## config.mk

```make
export PLATFORM = sky130hd
export DESIGN_NAME = mem_arbiter_flat
export DESIGN_NICKNAME = d
export VERILOG_FILES = /design/src/rtl/mem_arbiter_if.sv /design/src/rtl/mem_arbiter.sv /design/src/flat_wrapper.sv
export SDC_FILE = /design/constraint.sdc
export NUM_CORES = 1
export LEC_CHECK = 0
export ABC_AREA = 1
export CORE_AREA = 2 2 133 135
export DETAILED_ROUTE_END_ITERATION = 6
export DIE_AREA = 0 0 135 137
export GPL_ROUTABILITY_DRIVEN = 0
export GPL_TIMING_DRIVEN = 0
export MAX_ROUTING_LAYER = met4
export PLACE_DENSITY = 0.69
export REMOVE_ABC_BUFFERS = 1
export SLEW_MARGIN = 10
export SYNTH_ARGS = -nofsm -noshare
export SYNTH_HDL_FRONTEND = slang
export SYNTH_SLANG_ARGS = --single-unit
```

## constraint.sdc

```tcl
create_clock -name clk -period 3 [get_ports clk]
set_clock_uncertainty 0.05 [all_clocks]
set_input_delay 0.9 -clock clk [delete_from_list [all_inputs] [get_ports clk]]
set_output_delay 0.9 -clock clk [all_outputs]
set_load 0.005 [all_outputs]
```

## src/rtl/mem_arbiter_if.sv

```systemverilog
// Requester-side bus of mem_arbiter: one request channel plus its response.
// master = load/store unit or DMA side, slave = arbiter side.
interface mem_arbiter_if;
  logic        req;
  logic        we;
  logic [1:0]  size;
  logic [31:0] addr;
  logic [31:0] wdata;
  logic        gnt;
  logic        rvalid;
  logic [31:0] rdata;
  logic        err;

  modport master (
    output req, we, size, addr, wdata,
    input  gnt, rvalid, rdata, err
  );

  modport slave (
    input  req, we, size, addr, wdata,
    output gnt, rvalid, rdata, err
  );
endinterface

```

## src/rtl/mem_arbiter.sv

```systemverilog
// Two-requester arbiter and byte-lane access sequencer with a fixed
// grant -> command -> response pipeline. Define MEM_ARB_RR_EN for round-robin.
module mem_arbiter #(
  parameter int ADDR_WIDTH = 12
) (
  input  logic                clk,
  input  logic                rst_n,
  mem_arbiter_if.slave        m0,
  mem_arbiter_if.slave        m1,
  output logic [31:0]         mem_w_addr_o,
  output logic [31:0]         mem_w_data_o,
  output logic [3:0]          mem_w_en_o,
  output logic [31:0]         mem_r_addr_o,
  output logic                mem_r_en_o,
  input  logic [31:0]         mem_r_data_i
);

  logic gnt0;
  logic gnt1;

`ifdef MEM_ARB_RR_EN
  // rrPtr_q set means m1 wins the next conflict
  logic rrPtr_q;
  logic rrPtr_d;

  always_comb begin
    gnt0    = m0.req && (!m1.req || !rrPtr_q);
    gnt1    = m1.req && !gnt0;
    rrPtr_d = rrPtr_q;
    if (gnt0) begin
      rrPtr_d = 1'b1;
    end else if (gnt1) begin
      rrPtr_d = 1'b0;
    end
  end

  always_ff @(posedge clk or negedge rst_n) begin
    if (!rst_n) begin
      rrPtr_q <= 1'b0;
    end else begin
      rrPtr_q <= rrPtr_d;
    end
  end
`else
  always_comb begin
    gnt0 = m0.req;
    gnt1 = m1.req && !m0.req;
  end
`endif

  assign m0.gnt = gnt0;
  assign m1.gnt = gnt1;

  logic        anyGnt;
  logic        selWe;
  logic [1:0]  selSize;
  logic [31:0] selAddr;
  logic [31:0] selWdata;
  logic [1:0]  selOff;
  logic        selLegal;
  logic [3:0]  selLanes;
  logic [31:0] selLaneData;
  logic [ADDR_WIDTH-1:0] selWord;
  logic        unusedAddrBits;

  assign anyGnt   = gnt0 || gnt1;
  assign selWe    = gnt1 ? m1.we    : m0.we;
  assign selSize  = gnt1 ? m1.size  : m0.size;
  assign selAddr  = gnt1 ? m1.addr  : m0.addr;
  assign selWdata = gnt1 ? m1.wdata : m0.wdata;
  assign selOff   = selAddr[1:0];
  assign selWord  = selAddr[ADDR_WIDTH+1:2];
  assign unusedAddrBits = ^selAddr[31:ADDR_WIDTH+2];

  // Alignment check plus lane strobe / lane-replicated data for the granted access
  always_comb begin
    selLegal    = 1'b0;
    selLanes    = 4'b0000;
    selLaneData = selWdata;
    case (selSize)
      2'd0: begin
        selLegal    = 1'b1;
        selLanes    = 4'b0001 << selOff;
        selLaneData = {4{selWdata[7:0]}};
      end
      2'd1: begin
        selLegal    = (selOff[0] == 1'b0);
        selLanes    = 4'b0011 << selOff;
        selLaneData = {2{selWdata[15:0]}};
      end
      2'd2: begin
        selLegal    = (selOff == 2'b00);
        selLanes    = 4'b1111;
        selLaneData = selWdata;
      end
      default: begin
        selLegal    = 1'b0;
        selLanes    = 4'b0000;
        selLaneData = selWdata;
      end
    endcase
  end

  logic        s2Valid_q, s2Valid_d;
  logic        s2Owner_q, s2Owner_d;
  logic        s2We_q,    s2We_d;
  logic        s2Err_q,   s2Err_d;
  logic [1:0]  s2Size_q,  s2Size_d;
  logic [1:0]  s2Off_q,   s2Off_d;
  logic [31:0] memWAddr_q, memWAddr_d;
  logic [31:0] memWData_q, memWData_d;
  logic [3:0]  memWEn_q,   memWEn_d;
  logic [31:0] memRAddr_q, memRAddr_d;
  logic        memREn_q,   memREn_d;

  // Memory command fields are zero whenever the matching strobe is idle
  always_comb begin
    s2Valid_d  = anyGnt;
    s2Owner_d  = gnt1;
    s2We_d     = selWe;
    s2Err_d    = anyGnt && !selLegal;
    s2Size_d   = selSize;
    s2Off_d    = selOff;
    memWAddr_d = '0;
    memWData_d = '0;
    memWEn_d   = 4'b0000;
    memRAddr_d = '0;
    memREn_d   = 1'b0;
    if (anyGnt && selLegal) begin
      if (selWe) begin
        memWAddr_d = {{(32-ADDR_WIDTH){1'b0}}, selWord};
        memWData_d = selLaneData;
        memWEn_d   = selLanes;
      end else begin
        memRAddr_d = {{(32-ADDR_WIDTH){1'b0}}, selWord};
        memREn_d   = 1'b1;
      end
    end
  end

  logic        s3Valid_q;
  logic        s3Owner_q;
  logic        s3We_q;
  logic        s3Err_q;
  logic [1:0]  s3Size_q;
  logic [1:0]  s3Off_q;

  always_ff @(posedge clk or negedge rst_n) begin
    if (!rst_n) begin
      s2Valid_q  <= 1'b0;
      s2Owner_q  <= 1'b0;
      s2We_q     <= 1'b0;
      s2Err_q    <= 1'b0;
      s2Size_q   <= 2'd0;
      s2Off_q    <= 2'd0;
      memWAddr_q <= '0;
      memWData_q <= '0;
      memWEn_q   <= 4'b0000;
      memRAddr_q <= '0;
      memREn_q   <= 1'b0;
      s3Valid_q  <= 1'b0;
      s3Owner_q  <= 1'b0;
      s3We_q     <= 1'b0;
      s3Err_q    <= 1'b0;
      s3Size_q   <= 2'd0;
      s3Off_q    <= 2'd0;
    end else begin
      s2Valid_q  <= s2Valid_d;
      s2Owner_q  <= s2Owner_d;
      s2We_q     <= s2We_d;
      s2Err_q    <= s2Err_d;
      s2Size_q   <= s2Size_d;
      s2Off_q    <= s2Off_d;
      memWAddr_q <= memWAddr_d;
      memWData_q <= memWData_d;
      memWEn_q   <= memWEn_d;
      memRAddr_q <= memRAddr_d;
      memREn_q   <= memREn_d;
      s3Valid_q  <= s2Valid_q;
      s3Owner_q  <= s2Owner_q;
      s3We_q     <= s2We_q;
      s3Err_q    <= s2Err_q;
      s3Size_q   <= s2Size_q;
      s3Off_q    <= s2Off_q;
    end
  end

  assign mem_w_addr_o = memWAddr_q;
  assign mem_w_data_o = memWData_q;
  assign mem_w_en_o   = memWEn_q;
  assign mem_r_addr_o = memRAddr_q;
  assign mem_r_en_o   = memREn_q;

  // Memory read data arrives the cycle after the strobe, aligned with stage 3
  logic [31:0] rdShifted;
  logic [31:0] rdData;

  always_comb begin
    rdShifted = mem_r_data_i >> {s3Off_q, 3'b000};
    rdData    = '0;
    if (s3Valid_q && !s3We_q && !s3Err_q) begin
      case (s3Size_q)
        2'd0:    rdData = {24'd0, rdShifted[7:0]};
        2'd1:    rdData = {16'd0, rdShifted[15:0]};
        default: rdData = rdShifted;
      endcase
    end
  end

  assign m0.rvalid = s3Valid_q && !s3Owner_q;
  assign m0.err    = s3Valid_q && !s3Owner_q && s3Err_q;
  assign m0.rdata  = s3Owner_q ? 32'd0 : rdData;
  assign m1.rvalid = s3Valid_q && s3Owner_q;
  assign m1.err    = s3Valid_q && s3Owner_q && s3Err_q;
  assign m1.rdata  = s3Owner_q ? rdData : 32'd0;

endmodule

```

## src/flat_wrapper.sv

```systemverilog
// flat-port wrapper written by rule: the top's interface ports become plain ports
module mem_arbiter_flat 
#(
  parameter int ADDR_WIDTH = 12
)
  (clk, rst_n, mem_w_addr_o, mem_w_data_o, mem_w_en_o, mem_r_addr_o, mem_r_en_o, mem_r_data_i, m0_req, m0_we, m0_size, m0_addr, m0_wdata, m0_gnt, m0_rvalid, m0_rdata, m0_err, m1_req, m1_we, m1_size, m1_addr, m1_wdata, m1_gnt, m1_rvalid, m1_rdata, m1_err);
  mem_arbiter_if m0_i ();
  mem_arbiter_if m1_i ();
  input  logic clk;
  input  logic rst_n;
  output logic [31:0] mem_w_addr_o;
  output logic [31:0] mem_w_data_o;
  output logic [3:0] mem_w_en_o;
  output logic [31:0] mem_r_addr_o;
  output logic mem_r_en_o;
  input  logic [31:0] mem_r_data_i;
  input wire logic [$bits(m0_i.req)-1:0] m0_req;
  input wire logic [$bits(m0_i.we)-1:0] m0_we;
  input wire logic [$bits(m0_i.size)-1:0] m0_size;
  input wire logic [$bits(m0_i.addr)-1:0] m0_addr;
  input wire logic [$bits(m0_i.wdata)-1:0] m0_wdata;
  output wire logic [$bits(m0_i.gnt)-1:0] m0_gnt;
  output wire logic [$bits(m0_i.rvalid)-1:0] m0_rvalid;
  output wire logic [$bits(m0_i.rdata)-1:0] m0_rdata;
  output wire logic [$bits(m0_i.err)-1:0] m0_err;
  input wire logic [$bits(m1_i.req)-1:0] m1_req;
  input wire logic [$bits(m1_i.we)-1:0] m1_we;
  input wire logic [$bits(m1_i.size)-1:0] m1_size;
  input wire logic [$bits(m1_i.addr)-1:0] m1_addr;
  input wire logic [$bits(m1_i.wdata)-1:0] m1_wdata;
  output wire logic [$bits(m1_i.gnt)-1:0] m1_gnt;
  output wire logic [$bits(m1_i.rvalid)-1:0] m1_rvalid;
  output wire logic [$bits(m1_i.rdata)-1:0] m1_rdata;
  output wire logic [$bits(m1_i.err)-1:0] m1_err;
  assign m0_i.req = m0_req;
  assign m0_i.we = m0_we;
  assign m0_i.size = m0_size;
  assign m0_i.addr = m0_addr;
  assign m0_i.wdata = m0_wdata;
  assign m0_gnt = m0_i.gnt;
  assign m0_rvalid = m0_i.rvalid;
  assign m0_rdata = m0_i.rdata;
  assign m0_err = m0_i.err;
  assign m1_i.req = m1_req;
  assign m1_i.we = m1_we;
  assign m1_i.size = m1_size;
  assign m1_i.addr = m1_addr;
  assign m1_i.wdata = m1_wdata;
  assign m1_gnt = m1_i.gnt;
  assign m1_rvalid = m1_i.rvalid;
  assign m1_rdata = m1_i.rdata;
  assign m1_err = m1_i.err;
  mem_arbiter #(.ADDR_WIDTH(ADDR_WIDTH)) u_core (.clk(clk), .rst_n(rst_n), .m0(m0_i), .m1(m1_i), .mem_w_addr_o(mem_w_addr_o), .mem_w_data_o(mem_w_data_o), .mem_w_en_o(mem_w_en_o), .mem_r_addr_o(mem_r_addr_o), .mem_r_en_o(mem_r_en_o), .mem_r_data_i(mem_r_data_i));
endmodule
```

==> impl_metrics.yaml <==
clock_tree:
  numCtsBuffers: 9
  clk_latency_ns: 0.33
  cts_buffer_depth: 2
  postCtsHoldBufs: 0
  clock_tree.root_cell: "clkbuf_16"
  path_clk_slew_ns: 0.06
  cts_tree: "built"
  cts_max_level: 3
  clkSinkCount: 77
synth:
  synth_cell_types: 26
  synthArstFlopShare_pct: 100
  synth_edf_count: 0
  synthMuxAreaShare_pct: 0
  ys_seq_area_share_pct: 41.5
  synthTopCellsByCount: "258 x nand2_1, 122 x nor2_1, 77 x dfrtp_1"
  yosysWarnings: 0
  synth_area_leaders: "dfrtp_1 42%, nand2_1 21%, nor2_1 9.9%"
  yosysTopAreaCell: "dfrtp_1"
  synth-main-ff-cell: "dfrtp_1"
  synth-xor-area-share_pct: 0
  netlist_instances: 685
  synth-compound-area-share_pct: 4.56
  synthesis.area_sq_mm: 0.00464
  synth_top_family_by_area: "simple AND/OR/NAND/NOR gates"
  yosys.area_share.simple_pct: 40.1
  synth_adder_area_share_pct: 0
  synth_most_common_cell: "nand2_1"
  synth_area_per_cell_sq_um: 6.77
  ys_ff_latch: 77
  synth.top_cell.area_share_pct: 41.5
routing:
  wl_per_cell_um: 15.3
  wl_mm: 18.3
  route.detailed.drc: 0
  vias_per_cell: 4.43
  vias: 5309
  drt_iter0_markers: 153
  antenna_left: 0
  drt-pass1-iter-count: 5
die:
  io_pins: 341
  die_x_um: 135
  die_area_sq_mm: 0.0185
  core-area_sq_mm: 0.0171
  num_rows: 48
  chipHeight_um: 137
  initial_core_util_pct: 27.2
pwr:
  comb_power_share_pct: 26.1
  power_switching_share_pct: 27.8
  p_int_mw: 2.35
  power.share.clock_pct: 39.2
  powerDensity_mw_per_mm2: 403
  p_leak_nw: 4.14
  peakVddDrop_mv: 0.333
  power.share.sequential_pct: 34.7
  switching_power_uw: 907
cells_and_area:
  final_core_util_pct: 47.4
  drive_gt1_share_pct: 13.9
  final_nets: 1138
  design_area_sq_mm: 0.00809
  stdcell_count: 1198
  diodes: 0
  area_growth_pct: 74.3
placement:
  dp_hpwl_mm: 11.7
  dpl_cell_area_sq_mm: 0.00724
  placed_cells: 1136
  io_buffers: 264
setup_path:
  critPathRequiredTime_ns: 2.05
  r2r-start: "u_core.s2Valid_q$_DFF_PN0_"
  crit_fanout: 13
  end_kind: "primary output"
  cp_top_family: "buffers and inverters"
  max_stage_delay_ns: 0.52
  worstPathCellList: "clkinv_4, nand2_1, nor2_4, buf_12, nand3_2, nor2_4, clkdlybuf4s50_1"
  crit_path_start_kind: "flop"
  startpoint: "u_core.s3Off_q[1]$_DFF_PN0_"
  path_class: "flop to primary output"
  path_buf_inv: 3
  slowest_stage: "clkdlybuf4s50_1"
  cp_data_arrival_time_ns: 2.01
  cp_common_cell: "nor2_4"
timing:
  finalHoldViolations: 0
  worst_pin_slew_ns: 1.19
  fin_crit_ns: 2.96
  tns_ns: 0
  setup_viol: 0
  timing.hold.ws_ns: 0.297
  slew_headroom_pct: 20.5
  finalCritPeriodShare_pct: 98.7
  max_freq_mhz: 338
  slew_violations: 0
min_path:
  hold_start: "u_core.s2Off_q[1]$_DFF_PN0_"
  worstHoldPathType: "flop to flop"
grt:
  grt_overflow_total: 0
  antenna_found_initial: 0
  grt_pass1_wl_mm: 27.3
  grt_pass1_vias: 5196
  track_usage_pct: 19.8
  grt_max_degree: 53
run_status:
  outcome: "completed"
run:
  drv_cap: 0
-- cell usage in the layout, fill, tap and decap left out, drive strengths merged --
cell type,count
a21boi,7
a21oi,6
a31o,1
buf,45
bufinv,3
clkbuf,16
clkdlybuf4s15,10
clkdlybuf4s50,187
clkinv,3
clkinvlp,7
conb,40
dfrtp,77
dlygate4sd2,43
dlymetal6s2s,12
inv,38
nand2,261
nand3,49
nand4,2
nor2,136
nor3,3
o211ai,8
o21ai,12
or2,7
-- routing by layer --
metal,routed length [um],vias to the layer above,GRT usage [%],part of all wire [%]
li1,-,2589,-,-
met1,6780,2452,20.4,37
met2,9730,230,36.8,53
met3,1240,38,4.19,6.8
met4,519,0,7.87,2.8
met5,0,-,-,0
-- power by group through the flow --
stage,logic [mW],clock network [mW],registers (mW)
final,0.850,1.28,1.13
after global routing,0.938,1.34,1.14
after CTS,0.823,1.31,1.14
after detailed placement,0.750,0,1.15
after global placement,0.743,0,1.15
after floorplan,0.298,0,1.15
-- final timing paths --
kind	end	depth (start not counted)	slack, ns
worst max-delay path	m0_rdata[30]	7	0.04
worst min-delay path	u_core.s3Off_q[1]$_DFF_PN0_	0	0.30
worst max register to register	u_core.s3Valid_q$_DFF_PN0_	0	2.47
worst min register to register	u_core.s3Off_q[1]$_DFF_PN0_	0	0.30
max in group asynchronous	u_core.s3Off_q[1]$_DFF_PN0_	2	1.81
min in group asynchronous	u_core.mem_w_addr_o[1]$_DFF_PN0_	1	0.48
-- final cells by class --
class	instances	area, sq um
Timing Repair inverter	5	35.0
Fill cell	1689	8970
Timing Repair Buffer	303	2900
Clock buffer	10	239
Sequential cell	77	1940
Clock inverter	6	116
Multi-Input combinational cell	532	2400
Inverter	40	171
Tap cell	225	282
-- cells by family (layout without fill, tap and decap cells) --
family          count (synthesis)  count (layout)
simple gates                  455             458
buf+inv                       118             364
flops                          77              77
compound gates                 34              34
other cells                     1              40
-- timing repair --
| action | in CTS | in global routing |
|---|---|---|
| buffers inserted | 22 | 16 |
| resized for setup | 119 | 47 |
| gates cloned | 8 | 0 |
| setup endpoints to repair | 134 | 44 |
| pin swaps | 25 | 22 |
-- through the flow --
step	setup slack (ns)	power, mW
after floorplan	0.0622	1.45
after global placement	-1.75	1.89
after detailed placement	-1.78	1.90
after CTS	-0.118	3.27
after global routing	-0.0377	3.42
final	0.0400	3.26
-- flip-flops by register name, indices dropped and copies added, names as in the netlist, 2 cells and up --
| name | flops |
|---|---|
| u_core.s2Size_q | 2 |
| u_core.s3Off_q | 2 |
| u_core.s3Size_q | 2 |
| u_core.mem_w_data_o | 32 |
| u_core.mem_w_en_o | 4 |
| u_core.s2Off_q | 2 |
| u_core.mem_w_addr_o | 12 |
| u_core.mem_r_addr_o | 12 |
Note: power is estimated with default switching activity, not from simulation.
